<file path="config.mk">
export PLATFORM = sky130hd
export DESIGN_NAME = rle_decompressor
export DESIGN_NICKNAME = d
export VERILOG_FILES = /design/src/rtl/rle_decompressor.sv
export SDC_FILE = /design/constraint.sdc
export NUM_CORES = 1
export LEC_CHECK = 0
export CAP_MARGIN = 10
export CORE_ASPECT_RATIO = 1.1
export CORE_MARGIN = 4
export CORE_UTILIZATION = 42
export CTS_CLUSTER_DIAMETER = 30
export DETAILED_ROUTE_END_ITERATION = 6
export GPL_TIMING_DRIVEN = 0
export PLACE_DENSITY = 0.73
export SLEW_MARGIN = 30
export SYNTH_ARGS = -nofsm -noshare
export SYNTH_HDL_FRONTEND = slang
export SYNTH_SLANG_ARGS = --single-unit
export TNS_END_PERCENT = 1
</file>
<file path="constraint.sdc">
create_clock -name clk -period 2.87 [get_ports clk]
set_input_delay 0.4305 -clock clk [delete_from_list [all_inputs] [get_ports clk]]
set_output_delay 0.4305 -clock clk [all_outputs]
set_load 0.005 [all_outputs]
</file>
<file path="src/rtl/rle_decompressor.sv">
// rle_decompressor: expands (symbol, run count) pairs into a byte stream.
// Input and output are valid/ready ports; consecutive runs are emitted
// back to back because the next pair is taken on the last beat of the
// current run.
module rle_decompressor #(
  parameter int unsigned DATA_W = 8,
  parameter int unsigned CNT_W  = 8
) (
  input  logic              clk,
  input  logic              rst,
  input  logic [DATA_W-1:0] in_data,
  input  logic [CNT_W-1:0]  in_count,
  input  logic              in_valid,
  output logic              in_ready,
  output logic [DATA_W-1:0] out_data,
  output logic              out_valid,
  input  logic              out_ready,
  output logic              busy,
  output logic              zero_err
);

  localparam logic [0:0] ST_IDLE   = 1'b0;
  localparam logic [0:0] ST_EXPAND = 1'b1;

  localparam logic [CNT_W-1:0] CNT_ONE = CNT_W'(1);

  logic [0:0]        state_q, state_d;
  logic [DATA_W-1:0] sym_q, sym_d;
  logic [CNT_W-1:0]  remaining_q, remaining_d;
  logic              zero_err_q, zero_err_d;

  logic last_beat;
  logic in_fire;
  logic out_fire;
  logic in_zero;

  // Output side is driven straight from registers.
  assign out_valid = (state_q == ST_EXPAND);
  assign out_data  = sym_q;
  assign busy      = (state_q == ST_EXPAND);
  assign zero_err  = zero_err_q;

  assign last_beat = (remaining_q == CNT_ONE);
  assign in_fire   = in_valid && in_ready;
  assign out_fire  = out_valid && out_ready;
  assign in_zero   = (in_count == '0);

  // Input acceptance: always in IDLE, otherwise only when the last beat of
  // the current run leaves this cycle; held low while reset is asserted.
  always_comb begin
    in_ready = 1'b0;
    if (!rst) begin
      if (state_q == ST_IDLE) begin
        in_ready = 1'b1;
      end else begin
        in_ready = last_beat && out_ready;
      end
    end
  end

  // Next-state: load a new run, count beats down, flag zero-length pairs.
  always_comb begin
    state_d     = state_q;
    sym_d       = sym_q;
    remaining_d = remaining_q;
    zero_err_d  = 1'b0;
    case (state_q)
      ST_IDLE: begin
        if (in_fire) begin
          if (in_zero) begin
            zero_err_d = 1'b1;
          end else begin
            sym_d       = in_data;
            remaining_d = in_count;
            state_d     = ST_EXPAND;
          end
        end
      end
      ST_EXPAND: begin
        if (out_fire) begin
          if (last_beat) begin
            // Chaining a new pair here is what removes the inter-run bubble.
            if (in_fire && !in_zero) begin
              sym_d       = in_data;
              remaining_d = in_count;
            end else begin
              zero_err_d  = in_fire;
              remaining_d = '0;
              state_d     = ST_IDLE;
            end
          end else begin
            remaining_d = remaining_q - CNT_ONE;
          end
        end
      end
      default: begin
        state_d     = ST_IDLE;
        remaining_d = '0;
      end
    endcase
  end

  // State registers with synchronous reset; reset abandons any active run.
  always_ff @(posedge clk) begin
    if (rst) begin
      state_q     <= ST_IDLE;
      sym_q       <= '0;
      remaining_q <= '0;
      zero_err_q  <= 1'b0;
    end else begin
      state_q     <= state_d;
      sym_q       <= sym_d;
      remaining_q <= remaining_d;
      zero_err_q  <= zero_err_d;
    end
  end

endmodule

</file>
==> results of run 1 <==
==> cells in the mapped netlist, types with 2 or more instances <==
cell type  count  area (um^2)
a311oi_1       2         17.5
clkbuf_1       3         11.3
nor3_1         2         10.0
inv_1          6         22.5
nand3_1        3         15.0
nor2_1        19         71.3
nor2b_1        3         18.8
o31ai_1        2         15.0
a211o_1        2         17.5
or4_1          4         30.0
a22o_1         2         17.5
nor3b_1        2         15.0
nand2_1        8         30.0
o21ai_0        4         20.0
mux2i_1        8         80.1
a21oi_1        5         25.0
ha_1           2         25.0
dfxtp_1       18          360
==> final timing paths <==
path / startpoint / endpoint / slack (ns)
setup reg to reg: remaining_q[1]$_SDFFE_PP0P_ / out_data[7]$_SDFFE_PP0P_ / 0.66
setup / recovery: remaining_q[1]$_SDFFE_PP0P_ / in_ready / 0.13
hold / removal: out_data[5]$_SDFFE_PP0P_ / out_data[5]$_SDFFE_PP0P_ / 0.51
hold reg to reg: out_data[5]$_SDFFE_PP0P_ / out_data[5]$_SDFFE_PP0P_ / 0.51
==> through the flow <==
stage	util (%)	std cells	hold WS, ns
after floorplan	-	122	0.485
after global placement	60.5	183	0.472
after detailed placement	60.5	183	0.491
after CTS	62.0	187	0.518
after global routing	62.6	188	0.566
final	62.6	188	0.514
==> power breakdown <==
part | leakage, nW | switching [mW] | total [mW] | internal (mW)
registers | 0.148 | 0.0186 | 0.286 | 0.267
logic | 0.375 | 0.0831 | 0.181 | 0.0981
clock network | 0.0210 | 0.0813 | 0.159 | 0.0772
==> cells by family after synthesis <==
family | share of synthesized area (%)
adder cells (fa/ha/maj) | 2.40
flip-flops | 34.6
AND/OR/NAND/NOR | 25.1
buffers and inverters | 5.53
XOR/XNOR | 1.68
multiplexers | 8.77
AO/OA/AOI/OAI | 21.9
==> registers in the layout (all words and copies together) (netlist names) <==
signal,count
out_data,8
remaining_q,8
busy,1
zero_err,1
==> metal layers <==
layer  GRT usage, %  up-vias  wire (um)
li1               -      512          -
met1           19.8      473       1120
met2           29.1       33       1240
met3           4.97        2        195
met4           7.29        0         23
met5              0        -          0
==> worst min-delay path: cells and delay by family, from the launching register on <==
family           cells  cell delay (ns)
DFF                  1             0.35
muxes                1             0.07
and+or+nand+nor      1             0.07
==> layout make-up <==
type                            count  area (um^2)  area share, %
Buffer                              6         36.3           2.52
Multi-Input combinational cell     92          626           43.5
Timing Repair Buffer               32          318           22.1
Inverter                            6         22.5           1.57
Tap cell                           30         37.5           2.61
Clock buffer                        4         36.3           2.52
Sequential cell                    18          362           25.2
==> what timing repair did <==
item	CTS	global route
endpoints found under the setup margin	0	1
resized for setup	0	4
buffers inserted	0	1
==> metrics.yaml, run 1 <==
logic_synthesis:
  yosysWarnings: 0
  syn-cell-area_mm2: 0.00104
  yosysSeqAreaShare_pct: 34.6
  syn_nets: 144
  synth_area_per_cell_um2: 8.53
  synth.distinct_cells: 45
  syn_inst: 122
  synthFlopType: "dfxtp_1"
  ys_ff_latch: 18
  async_reset_ff_share_pct: 0
  synth_edf_count: 0
drt:
  drc_errors: 0
  first_pass_iters: 4
  final_antenna_net_count: 0
  wl_per_cell_um: 13.7
  wl_um: 2570
  viasPerCell: 5.43
  drt_iter0_markers: 22
  route.vias.total: 1020
global_routing:
  grt-ovfl-total: 0
  antenna_found_initial: 0
  grt_pass1_wl_um: 4610
  grt_max_degree: 11
  grt_pass1_vias: 1079
  track_usage_pct: 16.9
timing:
  fin_ws_ns: 0.126
  fmax_mhz: 364
  worstMarginPinSlew_ns: 0.492
  rsz0062_at_grt: "false"
  setup_tns_ns: 0
  fin_crit_sh_pct: 95.6
  drv_slew: 0
  setup_violations: 0
  fin_crit_ns: 2.74
  relSlewSlack_pct: 67.2
  finalHoldViolations: 0
  fin_worst_skew_ns: 0.00204
cells_and_area:
  mostFrequentLayoutCells: "clkdlybuf4s50_1 (31), nor2_1 (19), dfxtp_1 (17)"
  fillers: 216
  post-route-cell-area_mm2: 0.00144
  nets: 181
  area_growth_pct: 38.1
  layout-drive-gt1-share_pct: 10.1
  layout_commonest_cell: "clkdlybuf4s50_1"
  antenna_cells: 0
power:
  leakage_nw: 0.544
  power_mw: 0.626
  cellPowerDensity_mw_per_mm2: 435
  ir_drop_mv: 0.299
critical_path:
  r2r_cells: 8
  worst-path-buf-inv: 2
  critPathTopFamily: "buffers and inverters"
  cp_cell_sequence: "inv_1 > ha_1 > or3b_4 > o31a_1 > nor2_1 > clkdlybuf4s50_1"
  crit_type: "register to output pin"
  slowest_delay_ns: 0.51
  cp.required_ns: 2.44
  endpoint_kind: "output pin"
  crit_cells: 6
  worst_setup_path_start_kind: "register"
  critPathSlowestCell: "clkdlybuf4s50_1"
  worstPathMaxFanout: 5
  cp.arrival_ns: 2.31
clock_network:
  clock-sinks: 18
  cts_tree: "yes"
  cts_root_buf: "clkbuf_4"
  cts_hold_buffers: 0
  cts_buffers: 3
  cts.path.max_buffers: 2
  clk_pin_slew_ns: 0.11
  cts_max_level: 1
  worstSkewPairLatency_ns: 0.29
floorplanning:
  die_x_um: 55.5
  initial_core_util_pct: 45.3
  die_area_mm2: 0.00334
  row_count: 18
  core-area_mm2: 0.00230
  pin_count: 32
  die_h_um: 60.2
placed_design:
  pre_cts_ws_ns: 0.133
  dpl_cell_area_mm2: 0.00139
  globalplace.congestion: 0.824
  dp_hpwl_um: 2020
  numPortBuffers: 31
worst_hold_path:
  hp-class: "register to register"
  holdPathStages: 2
run_status:
  status: "completed"
run:
  drv_cap: 0
Note: power is estimated with default switching activity, not from simulation.
==> run 2, diff against run 1 <==
--- a/config.mk
+++ b/config.mk
@@ -8,11 +8,11 @@
 export CAP_MARGIN = 10
 export CORE_ASPECT_RATIO = 1.1
 export CORE_MARGIN = 4
-export CORE_UTILIZATION = 42
+export CORE_UTILIZATION = 46
 export CTS_CLUSTER_DIAMETER = 30
 export DETAILED_ROUTE_END_ITERATION = 6
 export GPL_TIMING_DRIVEN = 0
-export PLACE_DENSITY = 0.73
+export PLACE_DENSITY = 0.79
 export SLEW_MARGIN = 30
 export SYNTH_ARGS = -nofsm -noshare
 export SYNTH_HDL_FRONTEND = slang
==> metrics.yaml, run 2 (synthesis gave the netlist of run 1 again) <==
global_routing:
  grt_pass1_vias: 1037  # was 1079
  grt-ovfl-total: 0  # unchanged
  grt_pass1_wl_um: 4550  # was 4610 um
  track_usage_pct: 19.4  # was 16.9%
  antenna_found_initial: 0  # unchanged
  grt_max_degree: 11  # unchanged
floorplanning:
  core-area_mm2: 0.00208  # was 0.00230 mm^2
  die_x_um: 53.4  # was 55.5 um
  initial_core_util_pct: 49.9  # was 45.3%
  die_area_mm2: 0.00309  # was 0.00334 mm^2
  die_h_um: 57.9  # was 60.2 um
  row_count: 17  # was 18
  pin_count: 32  # unchanged
critical_path:
  worstPathMaxFanout: 10  # was 5
  critPathSlowestCell: "clkdlybuf4s50_1"  # unchanged
  critPathTopFamily: "buffers and inverters"  # unchanged
  endpoint_kind: "output pin"  # unchanged
  worst_setup_path_start_kind: "primary input"  # was register
  worst-path-buf-inv: 4  # was 2
  cp.arrival_ns: 1.98  # was 2.31 ns
  slowest_delay_ns: 0.51  # about the same
  crit_type: "primary input to output pin"  # was register to output pin
  crit_cells: 5  # was 6
  r2r_cells: 6  # was 8
  cp_cell_sequence: "clkdlybuf4s50_1 > clkbuf_1 > clkbuf_1 > nor2_1 > dlymetal6s2s_1"  # was inv_1 > ha_1 > or3b_4 > o31a_1 > nor2_1 > clkdlybuf4s50_1
  cp.required_ns: 2.44  # about the same
  crit_top_cell: "clkbuf_1"
drt:
  final_antenna_net_count: 0  # unchanged
  wl_um: 2630  # was 2570 um
  drt_iter0_markers: 22  # unchanged
  viasPerCell: 5.54  # was 5.43
  route.vias.total: 1025  # was 1020
  drc_errors: 0  # unchanged
  wl_per_cell_um: 14.2  # was 13.7 um
  first_pass_iters: 4  # unchanged
cells_and_area:
  layout_commonest_cell: "clkdlybuf4s50_1"  # unchanged
  nets: 180  # was 181
  antenna_cells: 0  # unchanged
  fin_util_pct: 68.7  # was 62.6%
  mostFrequentLayoutCells: "clkdlybuf4s50_1 (30), nor2_1 (19), dfxtp_1 (16)"  # was clkdlybuf4s50_1 (31), nor2_1 (19), dfxtp_1 (17)
  layout-drive-gt1-share_pct: 10.2  # was 10.1%
  area_growth_pct: 37.6  # was 38.1%
power:
  cellPowerDensity_mw_per_mm2: 443  # was 435 mW/mm^2
  ir_drop_mv: 0.299  # about the same
  leakage_nw: 0.546  # was 0.544 nW
worst_hold_path:
  hp-class: "register to register"  # unchanged
  holdPathStages: 2  # unchanged
clock_network:
  worstSkewPairLatency_ns: 0.31  # was 0.29 ns
  cts.path.max_buffers: 2  # unchanged
  cts_max_level: 1  # unchanged
  clock-sinks: 18  # unchanged
  clk_pin_slew_ns: 0.11  # about the same
  cts_root_buf: "clkbuf_4"  # unchanged
  cts_hold_buffers: 0  # unchanged
  cts_tree: "yes"  # unchanged
  postCtsSetupBuffers: 0  # unchanged
  cts_buffers: 3  # unchanged
timing:
  setup_tns_ns: 0  # unchanged
  fmax_mhz: 415  # was 364 MHz
  rsz0062_at_grt: "false"  # unchanged
  fin_worst_skew_ns: 0.00178  # was 0.00204 ns
  drv_slew: 0  # unchanged
  finalHoldViolations: 0  # unchanged
  relSlewSlack_pct: 67.8  # was 67.2%
  fin_crit_ns: 2.41  # was 2.74 ns
  worstMarginPinSlew_ns: 0.483  # was 0.492 ns
  setup_violations: 0  # unchanged
  fin_crit_sh_pct: 84.0  # was 95.6%
placed_design:
  dp_hpwl_um: 2030  # was 2020 um
  globalplace.congestion: 0.917  # was 0.824
  numPortBuffers: 31  # unchanged
run:
  drv_cap: 0  # unchanged
run_status:
  status: "completed"  # unchanged
run 2: cell types whose count changed in the layout (fill, tap and decap cells not counted), sizes merged:
cell           previous run  this run
buf                       3         2
clkdlybuf4s50            31        30
dlymetal6s2s              0         1
run 2: report_power, final:
part           total, mW  internal [mW]  switching, mW
sequential         0.287          0.268         0.0188
clock              0.168         0.0775         0.0903
combinational      0.180         0.0965         0.0837
total              0.635          0.442          0.193
run 2: timing repair:
item / CTS / global route
endpoints found under the setup margin: 1 / 1
pin swaps: 0 / 1
gates resized for setup: 1 / 4
cloned: 0 / 0
run 2: final cells by class:
type,count,area [um^2]
clock buffer,4,36.3
sequential,18,363
multi-input combinational,92,628
timing repair buffer,31,313
tap,28,35.0
fill,194,652
inverter,6,22.5
buffer,6,35.0
run 2: path summary, 6_finish.rpt:
path | from | end | slack, ns
max | rst | in_ready | 0.46
min | out_data[7]$_SDFFE_PP0P_ | out_data[7]$_SDFFE_PP0P_ | 0.51
max reg2reg | remaining_q[2]$_SDFFE_PP0P_ | remaining_q[7]$_SDFFE_PP0P_ | 0.65
min reg2reg | out_data[7]$_SDFFE_PP0P_ | out_data[7]$_SDFFE_PP0P_ | 0.51
run 2: metrics by stage:
step	hold slack (ns)	total power [mW]	cell area (um^2)	worst slack, ns	std cells
3_5_place_dp	0.487	0.469	1390	0.164	181
2_1_floorplan	0.485	0.398	1040	0.816	122
4_1_cts	0.518	0.633	1420	0.00980	185
3_3_place_gp	0.470	0.465	1390	0.150	181
5_1_grt	0.539	0.665	1430	0.337	185
6_report	0.510	0.635	1430	0.458	185
run 2: routing by layer:
layer  part of all wire [%]  vias up  wire length (um)  global-route usage, %
li1                       -      510                 -                      -
met1                     43      477              1120                   23.5
met2                     50       34              1320                   32.7
met3                    5.9        4               154                   4.63
met4                    1.1        0                29                   6.93
met5                      0        -                 0                      0
run 2: worst register-to-register path: stages, from the launching register on:
cell and delay, ns:
dfxtp_1 0.37, or4_1 0.53, clkbuf_2 0.19, nor4_1 0.23
mux2_2 0.37, a211o_1 0.26, a22o_1 0.19
==> run 3, diff against run 2 <==
==> constraint.sdc (replaced) <==
create_clock -name clk -period 2.5 [get_ports clk]
set_input_delay 0.375 -clock clk [delete_from_list [all_inputs] [get_ports clk]]
set_output_delay 0.375 -clock clk [all_outputs]
set_load 0.005 [all_outputs]
==> metrics.yaml, run 3 (synthesis gave the netlist of run 1 again) <==
cells_and_area:
  stdcell_count: 185  # unchanged
  multi_input_area_um2: 628  # unchanged
  fillers: 197  # was 194
  area.sequential_um2: 367  # was 363 um^2
  antenna_cells: 0  # unchanged
  area_growth_pct: 37.6  # unchanged
  mostFrequentLayoutCells: "clkdlybuf4s50_1 (30), nor2_1 (19), dfxtp_1 (15)"  # was clkdlybuf4s50_1 (30), nor2_1 (19), dfxtp_1 (16)
  nets: 180  # unchanged
  layout_commonest_cell: "clkdlybuf4s50_1"  # unchanged
  layout-drive-gt1-share_pct: 12.1  # was 10.2%
  post-route-cell-area_mm2: 0.00143  # unchanged
critical_path:
  critPathTopFamily: "simple AND/OR/NAND/NOR gates"  # was buffers and inverters
  cp.arrival_ns: 1.96  # was 1.98 ns
  cp_cell_sequence: "or4_1 > buf_4 > o31a_1 > nor2_1 > clkbuf_2"  # was clkdlybuf4s50_1 > clkbuf_1 > clkbuf_1 > nor2_1 > dlymetal6s2s_1
  endpoint_kind: "output pin"  # unchanged
  cp.required_ns: 2.12  # was 2.44 ns
  worstPathMaxFanout: 7  # was 10
  worst-path-buf-inv: 2  # was 4
  worst_setup_path_start_kind: "register"  # was primary input
  slowest_delay_ns: 0.52  # was 0.51 ns
  crit_type: "register to output pin"  # was primary input to output pin
  critPathSlowestCell: "or4_1"  # was clkdlybuf4s50_1
power:
  ir_drop_mv: 0.335  # was 0.299 mV
  p_int_mw: 0.508  # was 0.442 mW
  p_sw_mw: 0.219  # was 0.193 mW
  power_frac_comb_pct: 28.7  # was 28.4%
  power_mw: 0.727  # was 0.635 mW
  leakage_nw: 0.540  # was 0.546 nW
  cellPowerDensity_mw_per_mm2: 507  # was 443 mW/mm^2
  switching_share_pct: 30.1  # was 30.4%
  p_seq_share_pct: 45.2  # was 45.1%
  pwr-share-clk_pct: 26.1  # was 26.5%
clock_network:
  cts_root_buf: "clkbuf_4"  # unchanged
  postCtsSetupBuffers: 0  # unchanged
  cts_tree: "yes"  # unchanged
  cts_max_level: 1  # unchanged
  cts.path.max_buffers: 2  # unchanged
  clock-sinks: 18  # unchanged
  cts_buffers: 3  # unchanged
  clk_pin_slew_ns: 0.11  # about the same
  cts_hold_buffers: 0  # unchanged
  worstSkewPairLatency_ns: 0.31  # about the same
drt:
  drc_errors: 0  # unchanged
  drt_iter0_markers: 26  # was 22
  wl_per_cell_um: 14.3  # was 14.2 um
  first_pass_iters: 4  # unchanged
  viasPerCell: 5.57  # was 5.54
  final_antenna_net_count: 0  # unchanged
  wl_um: 2640  # was 2630 um
  route.vias.total: 1031  # was 1025
timing:
  drv_slew: 0  # unchanged
  relSlewSlack_pct: 67.8  # about the same
  worstMarginPinSlew_ns: 0.483  # about the same
  setup_violations: 0  # unchanged
  setup_tns_ns: 0  # unchanged
  fin_worst_skew_ns: 0.00364  # was 0.00178 ns
  fmax_mhz: 428
  fin_crit_ns: 2.34
  finalHoldViolations: 0  # unchanged
  holdWs_ns: 0.509  # was 0.510 ns
  rsz0062_at_grt: "false"  # unchanged
  fin_crit_sh_pct: 93.5
run:
  drv_cap: 0  # unchanged
placed_design:
  dp_hpwl_um: 2030  # unchanged
  globalplace.congestion: 0.917  # unchanged
  dp.cells: 181  # unchanged
  dpl_cell_area_mm2: 0.00139  # unchanged
  numPortBuffers: 31  # unchanged
worst_hold_path:
  hp-class: "register to register"  # unchanged
floorplanning:
  row_count: 17  # unchanged
  pin_count: 32  # unchanged
  initial_core_util_pct: 49.9  # unchanged
  die_h_um: 57.9  # unchanged
  die_area_mm2: 0.00309  # unchanged
  die_x_um: 53.4  # unchanged
  core-area_mm2: 0.00208  # unchanged
global_routing:
  track_usage_pct: 19.5  # was 19.4%
  grt_pass1_vias: 1033  # was 1037
  grt-ovfl-total: 0  # unchanged
  grt_pass1_wl_um: 4550  # unchanged
  grt_max_degree: 11  # unchanged
  antenna_found_initial: 0  # unchanged
run_status:
  status: "completed"  # unchanged
## run 3: cell types whose count changed in the layout (fill, tap and decap cells not counted)
cell / change
clkbuf_1: -1
dfxtp_4: +1
clkbuf_2: +1
dlymetal6s2s_1: -1
buf_4: +1
dfxtp_1: -1
## run 3: through the flow
stage	setup WS [ns]	util [%]
2_1_floorplan	0.446	-
3_3_place_gp	-0.109	66.5
3_5_place_dp	-0.0950	66.5
4_1_cts	0.0583	68.5
5_1_grt	0.0880	68.7
6_report	0.162	68.7
## run 3: layer usage
layer	up-vias	track usage (%)	part of all wire [%]
li1	512	-	-
met1	491	23.7	44
met2	24	32.9	50
met3	4	4.63	4.6
met4	0	6.93	0.99
met5	-	0	0
## run 3: final timing paths
| kind | from | endpoint | slack [ns] | cells after the start |
|---|---|---|---|---|
| min | out_data[7]$_SDFFE_PP0P_ | out_data[7]$_SDFFE_PP0P_ | 0.51 | 2 |
| max reg2reg | remaining_q[2]$_SDFFE_PP0P_ | remaining_q[7]$_SDFFE_PP0P_ | 0.31 | 6 |
| max | remaining_q[2]$_SDFFE_PP0P_ | in_ready | 0.16 | 5 |
| min reg2reg | out_data[7]$_SDFFE_PP0P_ | out_data[7]$_SDFFE_PP0P_ | 0.51 | 2 |
## run 3: layout make-up
| class | count | share of cell area [%] |
|---|---|---|
| Timing Repair Buffer | 31 | 21.3 |
| Tap cell | 28 | 2.45 |
| Clock buffer | 4 | 2.53 |
| Multi-Input combinational cell | 92 | 43.8 |
| Sequential cell | 18 | 25.6 |
| Inverter | 6 | 1.57 |
| Buffer | 6 | 2.71 |
## run 3: repair_timing
action	4_1_cts	5_1_grt
gates resized for setup	5	9
cloned	0	0
setup endpoints to repair	1	1
pin swaps	1	2
## run 3: worst reg2reg max path, cell delays in order (launching register included)
cell and delay [ns]:
dfxtp_4 0.38, or4_1 0.52, buf_4 0.18, nor4_1 0.21, mux2_2 0.37, a211o_1 0.26
a22o_1 0.19
## run 3: power by group through the flow
stage	clock network, mW	logic, mW	registers (mW)
3_3_place_gp	0	0.201	0.333
3_5_place_dp	0	0.205	0.334
6_report	0.190	0.208	0.329
4_1_cts	0.193	0.207	0.328
5_1_grt	0.204	0.230	0.332
2_1_floorplan	0	0.127	0.330
